File: src/rtl/usb_fifo_host_if_if.sv
// usb_fifo_host_if_if: command, USB slave-FIFO and sample-stream signals of the host link.
interface usb_fifo_host_if_if;
  logic        host_cmd_valid;
  logic [15:0] host_cmd_data;
  logic        host_cmd_ready;
  logic        usb_read_clk;
  logic [15:0] usb_read_data;
  logic        usb_read_wait;
  logic        usb_read_en;
  logic        usb_write_clk;
  logic [15:0] usb_write_data;
  logic        usb_write_en;
  logic        usb_write_wait;
  logic        rx_valid;
  logic [31:0] rx_data;
  logic [9:0]  rx_index;
  logic        rx_last;
  logic        rx_ready;
  logic        frame_active;
  logic        frame_done;
  logic        overflow_err;
  logic        underflow_err;
  logic        proto_err;
  logic        clear_err;
  modport slave (
    input  host_cmd_valid, host_cmd_data, usb_read_en, usb_write_data, usb_write_en, rx_ready, clear_err,
    output host_cmd_ready, usb_read_clk, usb_read_data, usb_read_wait, usb_write_clk, usb_write_wait,
           rx_valid, rx_data, rx_index, rx_last, frame_active, frame_done, overflow_err, underflow_err, proto_err
  );
  modport master (
    output host_cmd_valid, host_cmd_data, usb_read_en, usb_write_data, usb_write_en, rx_ready, clear_err,
    input  host_cmd_ready, usb_read_clk, usb_read_data, usb_read_wait, usb_write_clk, usb_write_wait,
           rx_valid, rx_data, rx_index, rx_last, frame_active, frame_done, overflow_err, underflow_err, proto_err
  );
endinterface

File: src/rtl/usb_fifo_host_if.sv
// usb_fifo_host_if: peripheral side of the USB slave-FIFO link; buffers commands, frames and pairs sample words.
module usb_fifo_host_if #(
  parameter int          CMD_DEPTH   = 8,
  parameter int          RX_DEPTH    = 16,
  parameter int          FRAME_WORDS = 1024,
  parameter logic [15:0] CMD_FETCH   = 16'hFFFF
) (
  input logic clk,
  input logic rst_n,
  usb_fifo_host_if_if.slave bus
);
  localparam int CAW = $clog2(CMD_DEPTH);
  localparam int RAW = $clog2(RX_DEPTH);
  localparam logic [9:0] LAST = 10'(FRAME_WORDS - 1);
  typedef enum logic [1:0] {S_IDLE, S_LSW, S_MSW} state_t;
  state_t state, state_nx;
  logic [15:0] cmd_mem [CMD_DEPTH];
  logic [CAW:0] cmd_wp, cmd_rp;
  logic [41:0] rx_mem [RX_DEPTH];
  logic [RAW:0] rx_wp, rx_rp;
  logic [15:0] lsw_reg, cmd_head;
  logic [41:0] rx_head;
  logic [9:0] count;
  logic cmd_empty, cmd_full, cmd_push, cmd_pop, fetch;
  logic rx_empty, rx_full, rx_pop;
  logic active, wr_acc, lsw_load, rx_push;
  logic frame_done_q, overflow_q, underflow_q, proto_q;
  assign cmd_empty = cmd_wp == cmd_rp;
  assign cmd_full  = (cmd_wp ^ cmd_rp) == {1'b1, {CAW{1'b0}}};
  assign cmd_push  = bus.host_cmd_valid & ~cmd_full;
  assign cmd_pop   = bus.usb_read_en & ~cmd_empty;
  assign cmd_head  = cmd_mem[cmd_rp[CAW-1:0]];
  assign fetch     = cmd_pop & (cmd_head == CMD_FETCH);
  assign rx_empty  = rx_wp == rx_rp;
  assign rx_full   = (rx_wp ^ rx_rp) == {1'b1, {RAW{1'b0}}};
  assign rx_pop    = bus.rx_ready & ~rx_empty;
  assign rx_head   = rx_mem[rx_rp[RAW-1:0]];
  always_ff @(posedge clk or negedge rst_n)
    if (!rst_n) state <= S_IDLE;
    else state <= state_nx;
  always_comb begin
    state_nx = state;
    if (fetch) state_nx = S_LSW;
    else if (wr_acc) state_nx = (state == S_LSW) ? S_MSW : ((count == LAST) ? S_IDLE : S_LSW);
  end
  // A fetch popped on the same edge as a write restarts the frame and the word is not paired.
  always_comb begin
    active   = state != S_IDLE;
    wr_acc   = bus.usb_write_en & active & ~rx_full;
    lsw_load = wr_acc & ~fetch & (state == S_LSW);
    rx_push  = wr_acc & ~fetch & (state == S_MSW);
  end
  always_ff @(posedge clk)
    if (cmd_push) cmd_mem[cmd_wp[CAW-1:0]] <= bus.host_cmd_data;
  always_ff @(posedge clk)
    if (rx_push) rx_mem[rx_wp[RAW-1:0]] <= {count, bus.usb_write_data, lsw_reg};
  always_ff @(posedge clk or negedge rst_n)
    if (!rst_n) begin
      cmd_wp       <= '0;
      cmd_rp       <= '0;
      rx_wp        <= '0;
      rx_rp        <= '0;
      lsw_reg      <= '0;
      count        <= '0;
      frame_done_q <= 1'b0;
      overflow_q   <= 1'b0;
      underflow_q  <= 1'b0;
      proto_q      <= 1'b0;
    end else begin
      cmd_wp       <= cmd_wp + (CAW+1)'(cmd_push);
      cmd_rp       <= cmd_rp + (CAW+1)'(cmd_pop);
      rx_wp        <= rx_wp + (RAW+1)'(rx_push);
      rx_rp        <= rx_rp + (RAW+1)'(rx_pop);
      lsw_reg      <= lsw_load ? bus.usb_write_data : lsw_reg;
      count        <= fetch ? '0 : count + 10'(rx_push);
      frame_done_q <= rx_push & (count == LAST);
      overflow_q   <= ~bus.clear_err & (overflow_q | (bus.usb_write_en & rx_full));
      underflow_q  <= ~bus.clear_err & (underflow_q | (bus.usb_read_en & cmd_empty));
      proto_q      <= ~bus.clear_err & (proto_q | (bus.usb_write_en & ~active));
    end
  assign bus.host_cmd_ready = ~cmd_full;
  assign bus.usb_read_clk   = clk;
  assign bus.usb_read_data  = cmd_empty ? 16'h0 : cmd_head;
  assign bus.usb_read_wait  = cmd_empty;
  assign bus.usb_write_clk  = clk;
  assign bus.usb_write_wait = rx_full;
  assign bus.rx_valid       = ~rx_empty;
  assign bus.rx_data        = rx_empty ? 32'h0 : rx_head[31:0];
  assign bus.rx_index       = rx_empty ? 10'h0 : rx_head[41:32];
  assign bus.rx_last        = ~rx_empty & (rx_head[41:32] == LAST);
  assign bus.frame_active   = active;
  assign bus.frame_done     = frame_done_q;
  assign bus.overflow_err   = overflow_q;
  assign bus.underflow_err  = underflow_q;
  assign bus.proto_err      = proto_q;
endmodule

File: src/flat_wrapper.sv
// flat-port wrapper written by rule: the top's interface ports become plain ports
module usb_fifo_host_if_flat 
#(
  parameter int          CMD_DEPTH   = 8,
  parameter int          RX_DEPTH    = 16,
  parameter int          FRAME_WORDS = 1024,
  parameter logic [15:0] CMD_FETCH   = 16'hFFFF
)
  (clk, rst_n, bus_host_cmd_valid, bus_host_cmd_data, bus_usb_read_en, bus_usb_write_data, bus_usb_write_en, bus_rx_ready, bus_clear_err, bus_host_cmd_ready, bus_usb_read_clk, bus_usb_read_data, bus_usb_read_wait, bus_usb_write_clk, bus_usb_write_wait, bus_rx_valid, bus_rx_data, bus_rx_index, bus_rx_last, bus_frame_active, bus_frame_done, bus_overflow_err, bus_underflow_err, bus_proto_err);
  usb_fifo_host_if_if bus_i ();
  input logic clk;
  input logic rst_n;
  input wire logic [$bits(bus_i.host_cmd_valid)-1:0] bus_host_cmd_valid;
  input wire logic [$bits(bus_i.host_cmd_data)-1:0] bus_host_cmd_data;
  input wire logic [$bits(bus_i.usb_read_en)-1:0] bus_usb_read_en;
  input wire logic [$bits(bus_i.usb_write_data)-1:0] bus_usb_write_data;
  input wire logic [$bits(bus_i.usb_write_en)-1:0] bus_usb_write_en;
  input wire logic [$bits(bus_i.rx_ready)-1:0] bus_rx_ready;
  input wire logic [$bits(bus_i.clear_err)-1:0] bus_clear_err;
  output wire logic [$bits(bus_i.host_cmd_ready)-1:0] bus_host_cmd_ready;
  output wire logic [$bits(bus_i.usb_read_clk)-1:0] bus_usb_read_clk;
  output wire logic [$bits(bus_i.usb_read_data)-1:0] bus_usb_read_data;
  output wire logic [$bits(bus_i.usb_read_wait)-1:0] bus_usb_read_wait;
  output wire logic [$bits(bus_i.usb_write_clk)-1:0] bus_usb_write_clk;
  output wire logic [$bits(bus_i.usb_write_wait)-1:0] bus_usb_write_wait;
  output wire logic [$bits(bus_i.rx_valid)-1:0] bus_rx_valid;
  output wire logic [$bits(bus_i.rx_data)-1:0] bus_rx_data;
  output wire logic [$bits(bus_i.rx_index)-1:0] bus_rx_index;
  output wire logic [$bits(bus_i.rx_last)-1:0] bus_rx_last;
  output wire logic [$bits(bus_i.frame_active)-1:0] bus_frame_active;
  output wire logic [$bits(bus_i.frame_done)-1:0] bus_frame_done;
  output wire logic [$bits(bus_i.overflow_err)-1:0] bus_overflow_err;
  output wire logic [$bits(bus_i.underflow_err)-1:0] bus_underflow_err;
  output wire logic [$bits(bus_i.proto_err)-1:0] bus_proto_err;
  assign bus_i.host_cmd_valid = bus_host_cmd_valid;
  assign bus_i.host_cmd_data = bus_host_cmd_data;
  assign bus_i.usb_read_en = bus_usb_read_en;
  assign bus_i.usb_write_data = bus_usb_write_data;
  assign bus_i.usb_write_en = bus_usb_write_en;
  assign bus_i.rx_ready = bus_rx_ready;
  assign bus_i.clear_err = bus_clear_err;
  assign bus_host_cmd_ready = bus_i.host_cmd_ready;
  assign bus_usb_read_clk = bus_i.usb_read_clk;
  assign bus_usb_read_data = bus_i.usb_read_data;
  assign bus_usb_read_wait = bus_i.usb_read_wait;
  assign bus_usb_write_clk = bus_i.usb_write_clk;
  assign bus_usb_write_wait = bus_i.usb_write_wait;
  assign bus_rx_valid = bus_i.rx_valid;
  assign bus_rx_data = bus_i.rx_data;
  assign bus_rx_index = bus_i.rx_index;
  assign bus_rx_last = bus_i.rx_last;
  assign bus_frame_active = bus_i.frame_active;
  assign bus_frame_done = bus_i.frame_done;
  assign bus_overflow_err = bus_i.overflow_err;
  assign bus_underflow_err = bus_i.underflow_err;
  assign bus_proto_err = bus_i.proto_err;
  usb_fifo_host_if #(.CMD_DEPTH(CMD_DEPTH), .RX_DEPTH(RX_DEPTH), .FRAME_WORDS(FRAME_WORDS), .CMD_FETCH(CMD_FETCH)) u_core (.clk(clk), .rst_n(rst_n), .bus(bus_i));
endmodule
File: config.mk
export PLATFORM = sky130hd
export DESIGN_NAME = usb_fifo_host_if_flat
export DESIGN_NICKNAME = d
export VERILOG_FILES = /design/src/rtl/usb_fifo_host_if_if.sv /design/src/rtl/usb_fifo_host_if.sv /design/src/flat_wrapper.sv
export SDC_FILE = /design/constraint.sdc
export NUM_CORES = 1
export LEC_CHECK = 0
export CAP_MARGIN = 20
export CORE_MARGIN = 2
export CORE_UTILIZATION = 40
export CTS_BUF_LIST = sky130_fd_sc_hd__clkbuf_8
export CTS_CLUSTER_SIZE = 20
export DETAILED_ROUTE_END_ITERATION = 7
export GPL_ROUTABILITY_DRIVEN = 0
export HOLD_SLACK_MARGIN = 0.06
export PLACE_DENSITY = 0.62
export SLEW_MARGIN = 30
export SYNTH_ARGS = -nofsm -noshare
export SYNTH_HDL_FRONTEND = slang
export SYNTH_SLANG_ARGS = --single-unit
File: constraint.sdc
create_clock -name clk -period 7.4 [get_ports clk]
set_input_delay 1.48 -clock clk [delete_from_list [all_inputs] [get_ports clk]]
set_output_delay 1.48 -clock clk [all_outputs]
set_load 0.02 [all_outputs]
==> flow_summary_export.csv <==
group,metric,value,unit
status,status,"finished, final reports clean",
synth,synth-seq-cells,850,
timing,worst_pin_slew,0.956,ns
global_route,grt_pass1_wl,110000,um
clock_network,path_clk_slew,0.05,ns
floorplanning,core_area,0.0822,sq mm
synth,synth_ff_type,"edfxtp_1",
power,p_per_area,339,mW/mm^2
synth,netlist_instances,1511,
clock_network,cts_tree,"built",
synth,synth-edff-count,800,
hold_path,hold_depth,1,
hold_path,min_from,"u_core.cmd_wp[3]",
critical_path,r2r_start,"u_core.cmd_rp[1]",
flow_run,maxCapViolations,0,
hold_path,hold_class,"reg2reg",
synth,synthAdderAreaFrac,0.376,%
final_layout,syn2layout_area_growth,15.4,%
global_route,grt_max_degree,80,
detailed_routing,top_layer,"met5",
critical_path,r2r-end,"u_core.rx_mem[0][28]",
detailed_routing,dr_wl_met3,4180,um
timing,whs,0.490,ns
place,dpl.cell_count,2657,
floorplanning,start_util,40.5,%
floorplanning,die_y,292,um
critical_path,r2r_setup_slack,3.30,ns
clock_network,post_cts_resized,0,
timing,rsz0062_at_grt,"no",
timing,slew_headroom,35.9,%
power,finalPower,13.0,mW
final_layout,nets,1783,
power,peakVddDrop,0.269,mV
detailed_routing,dr_total_vias,15970,
clock_network,postCtsHoldBufs,0,
synth,synth_mux_area_share,16.8,%
critical_path,path_max_fanout,3,
timing,finalHoldViolCount,0,
synth,synth_compound_area_share,1.07,%
detailed_routing,drt.antenna.violating_nets,0,
critical_path,startpoint_type,"clock port",
synth,ys_seq_area_share,75.9,%
timing,slew_viol_final,0,
synth,yosys_warnings,0,
synth,avgSynthCellArea,22.0,sq um
detailed_routing,wl_per_cell,25.4,um
critical_path,cp-end-kind,"output pin",
synth,yosysUniqueCellTypes,46,
hold_path,hold_end,"u_core.cmd_wp[3]",
critical_path,cp_slowest_cell,"clkdlybuf4s50_1",
detailed_routing,first_pass_iters,5,
detailed_routing,wl_met1,31600,um
synth,synth-xor-area-share,0.710,%
detailed_routing,wl,74000,um
place,portBuffers,108,
floorplanning,rows,105,
floorplanning,fp.dieW,292,um
critical_path,worst-r2r-cell-count,9,
final_layout,instances_no_fill,2916,
synth,synth_area,0.0333,sq mm
critical_path,cp_common_cell,"clkbuf_8",
global_route,grt_pass1_vias,16903,
timing,finalCritPeriodShare,80.3,%
floorplanning,io_pins,109,
critical_path,cp.arrival,4.46,ns
detailed_routing,viasPerCell,5.48,
critical_path,critical_path.cell_chain,"clkbuf_8, clkbuf_8, clkdlybuf4s50_1",
timing,max_freq,170,MHz
global_route,gr-total-overflow,0,
detailed_routing,dr_wl_met2,36800,um
clock_network,post-cts-setup-buffer-count,0,
global_route,antenna_found_initial,3,
synth,synth_top_family_by_area,"multiplexers",
critical_path,cpPeakStageDelay,0.53,ns
critical_path,cp_top_family,"buffers and inverters",
timing,skew,0.0496,ns
final_layout,drive_above_1_share,27.3,%
global_route,track_usage,17.5,%
place,place_hpwl,40800,um
floorplanning,fp.dieArea,0.0856,sq mm
critical_path,worstPathRequired,5.92,ns
timing,setup_viol,0,
clock_network,clock_latency,0.89,ns
final_layout,largest_register_ffs,672,
critical_path,path_buf_inv,3,
power,p_leak,12.0,nW
detailed_routing,drt_iter0_drc,1533,
synth,yosys.area_share.simple,3.66,%
detailed_routing,drc,0,
timing,finalCriticalPeriod,5.94,ns
critical_path,path_class,"clk2out",
synth,async_flop_share,5.88,%
synth,synth_fp_nets,1560,
timing,finalSetupTns,0,ns
[power breakdown]
group	leakage (nW)	switching (mW)	internal, mW	total (mW)
clock network	1.51	1.89	1.88	3.77
registers	7.52	0.248	5.41	5.65
logic	2.94	1.85	1.73	3.58
[cell usage in the layout, fill, tap and decap left out, types with 16 or more instances in the layout]
| master | netlist | final |
|---|---|---|
| clkbuf_8 | 0 | 147 |
| inv_1 | 5 | 58 |
| nor2_1 | 42 | 42 |
| dfrtp_1 | 50 | 45 |
| a311o_1 | 16 | 16 |
| mux2i_1 | 17 | 17 |
| nand4_1 | 19 | 19 |
| nor2b_1 | 52 | 51 |
| mux4_2 | 237 | 237 |
| edfxtp_1 | 800 | 800 |
| clkinv_1 | 0 | 31 |
| buf_4 | 6 | 48 |
| nand3_1 | 34 | 34 |
| clkdlybuf4s50_1 | 0 | 107 |
| o21ai_0 | 17 | 17 |
| nand2_1 | 28 | 28 |
[cells by family (layout without fill, tap and decap cells)]
| family | after synthesis | count (layout) |
|---|---|---|
| multiplexers | 258 | 258 |
| adder cells (fa/ha/maj) | 10 | 10 |
| XOR/XNOR | 27 | 27 |
| other | 0 | 1 |
| buffers and inverters | 92 | 426 |
| AO/OA/AOI/OAI | 47 | 47 |
| flip-flops | 850 | 850 |
| AND/OR/NAND/NOR | 227 | 227 |
[stage by stage]
step	worst slack, ns	instance area [sq um]	utilization (%)
6_report	1.46	38400	46.7
5_1_grt	1.20	38400	46.7
4_1_cts	1.28	38400	46.7
3_5_place_dp	1.71	35800	43.6
3_3_place_gp	1.71	35800	43.5
2_1_floorplan	0.911	33300	-
[area by class of cell]
| cell class | count | area (sq um) |
|---|---|---|
| repair buffers | 162 | 1550 |
| diodes | 1 | 2.50 |
| clock inverters | 110 | 539 |
| clock buffers | 149 | 2040 |
| flip-flops and latches | 850 | 25300 |
| well taps | 1070 | 1340 |
| inverters | 5 | 18.8 |
| multi-input cells | 569 | 7630 |
| fillers | 6836 | 43800 |
[how the worst max path moves through the flow]
stage          slack, ns                   to  depth (start not counted)        startpoint
2_1_floorplan       0.91  u_core.rx_mem[1][0]                          4  bus_usb_write_en
3_3_place_gp        1.71     bus_usb_read_clk                          1               clk
3_5_place_dp        1.71     bus_usb_read_clk                          1               clk
4_1_cts             1.28          bus_rx_last                          8   u_core.rx_rp[0]
5_1_grt             1.20          bus_rx_last                          8   u_core.rx_rp[0]
6_report            1.46     bus_usb_read_clk                          3               clk
[cells in the mapped netlist (all sizes together) (4+ instances only)]
| cell type | instances | area (sq um) |
|---|---|---|
| edfxtp | 800 | 24000 |
| mux4 | 237 | 5340 |
| nor2b | 52 | 325 |
| buf | 50 | 342 |
| dfrtp | 50 | 1250 |
| nor2 | 43 | 164 |
| clkbuf | 37 | 139 |
| nand3 | 34 | 170 |
| nand2 | 28 | 105 |
| nor3 | 24 | 131 |
| mux2i | 21 | 243 |
| nand4 | 19 | 119 |
| o21ai | 19 | 95.1 |
| a311o | 16 | 160 |
| xnor2 | 14 | 123 |
| xor2 | 13 | 114 |
| ha | 10 | 125 |
| and3 | 6 | 47.5 |
| nand2b | 6 | 37.5 |
| inv | 5 | 18.8 |
| a21oi | 4 | 20.0 |
| nor4 | 4 | 40.0 |
[routing by layer]
metal  vias to the layer above  global-route usage (%)
li1                       6775                       -
met1                      8542                    23.5
met2                       539                    28.6
met3                       110                    3.85
met4                         4                    5.79
met5                         -                       0
No activity file was read; power rests on OpenSTA's default activity.
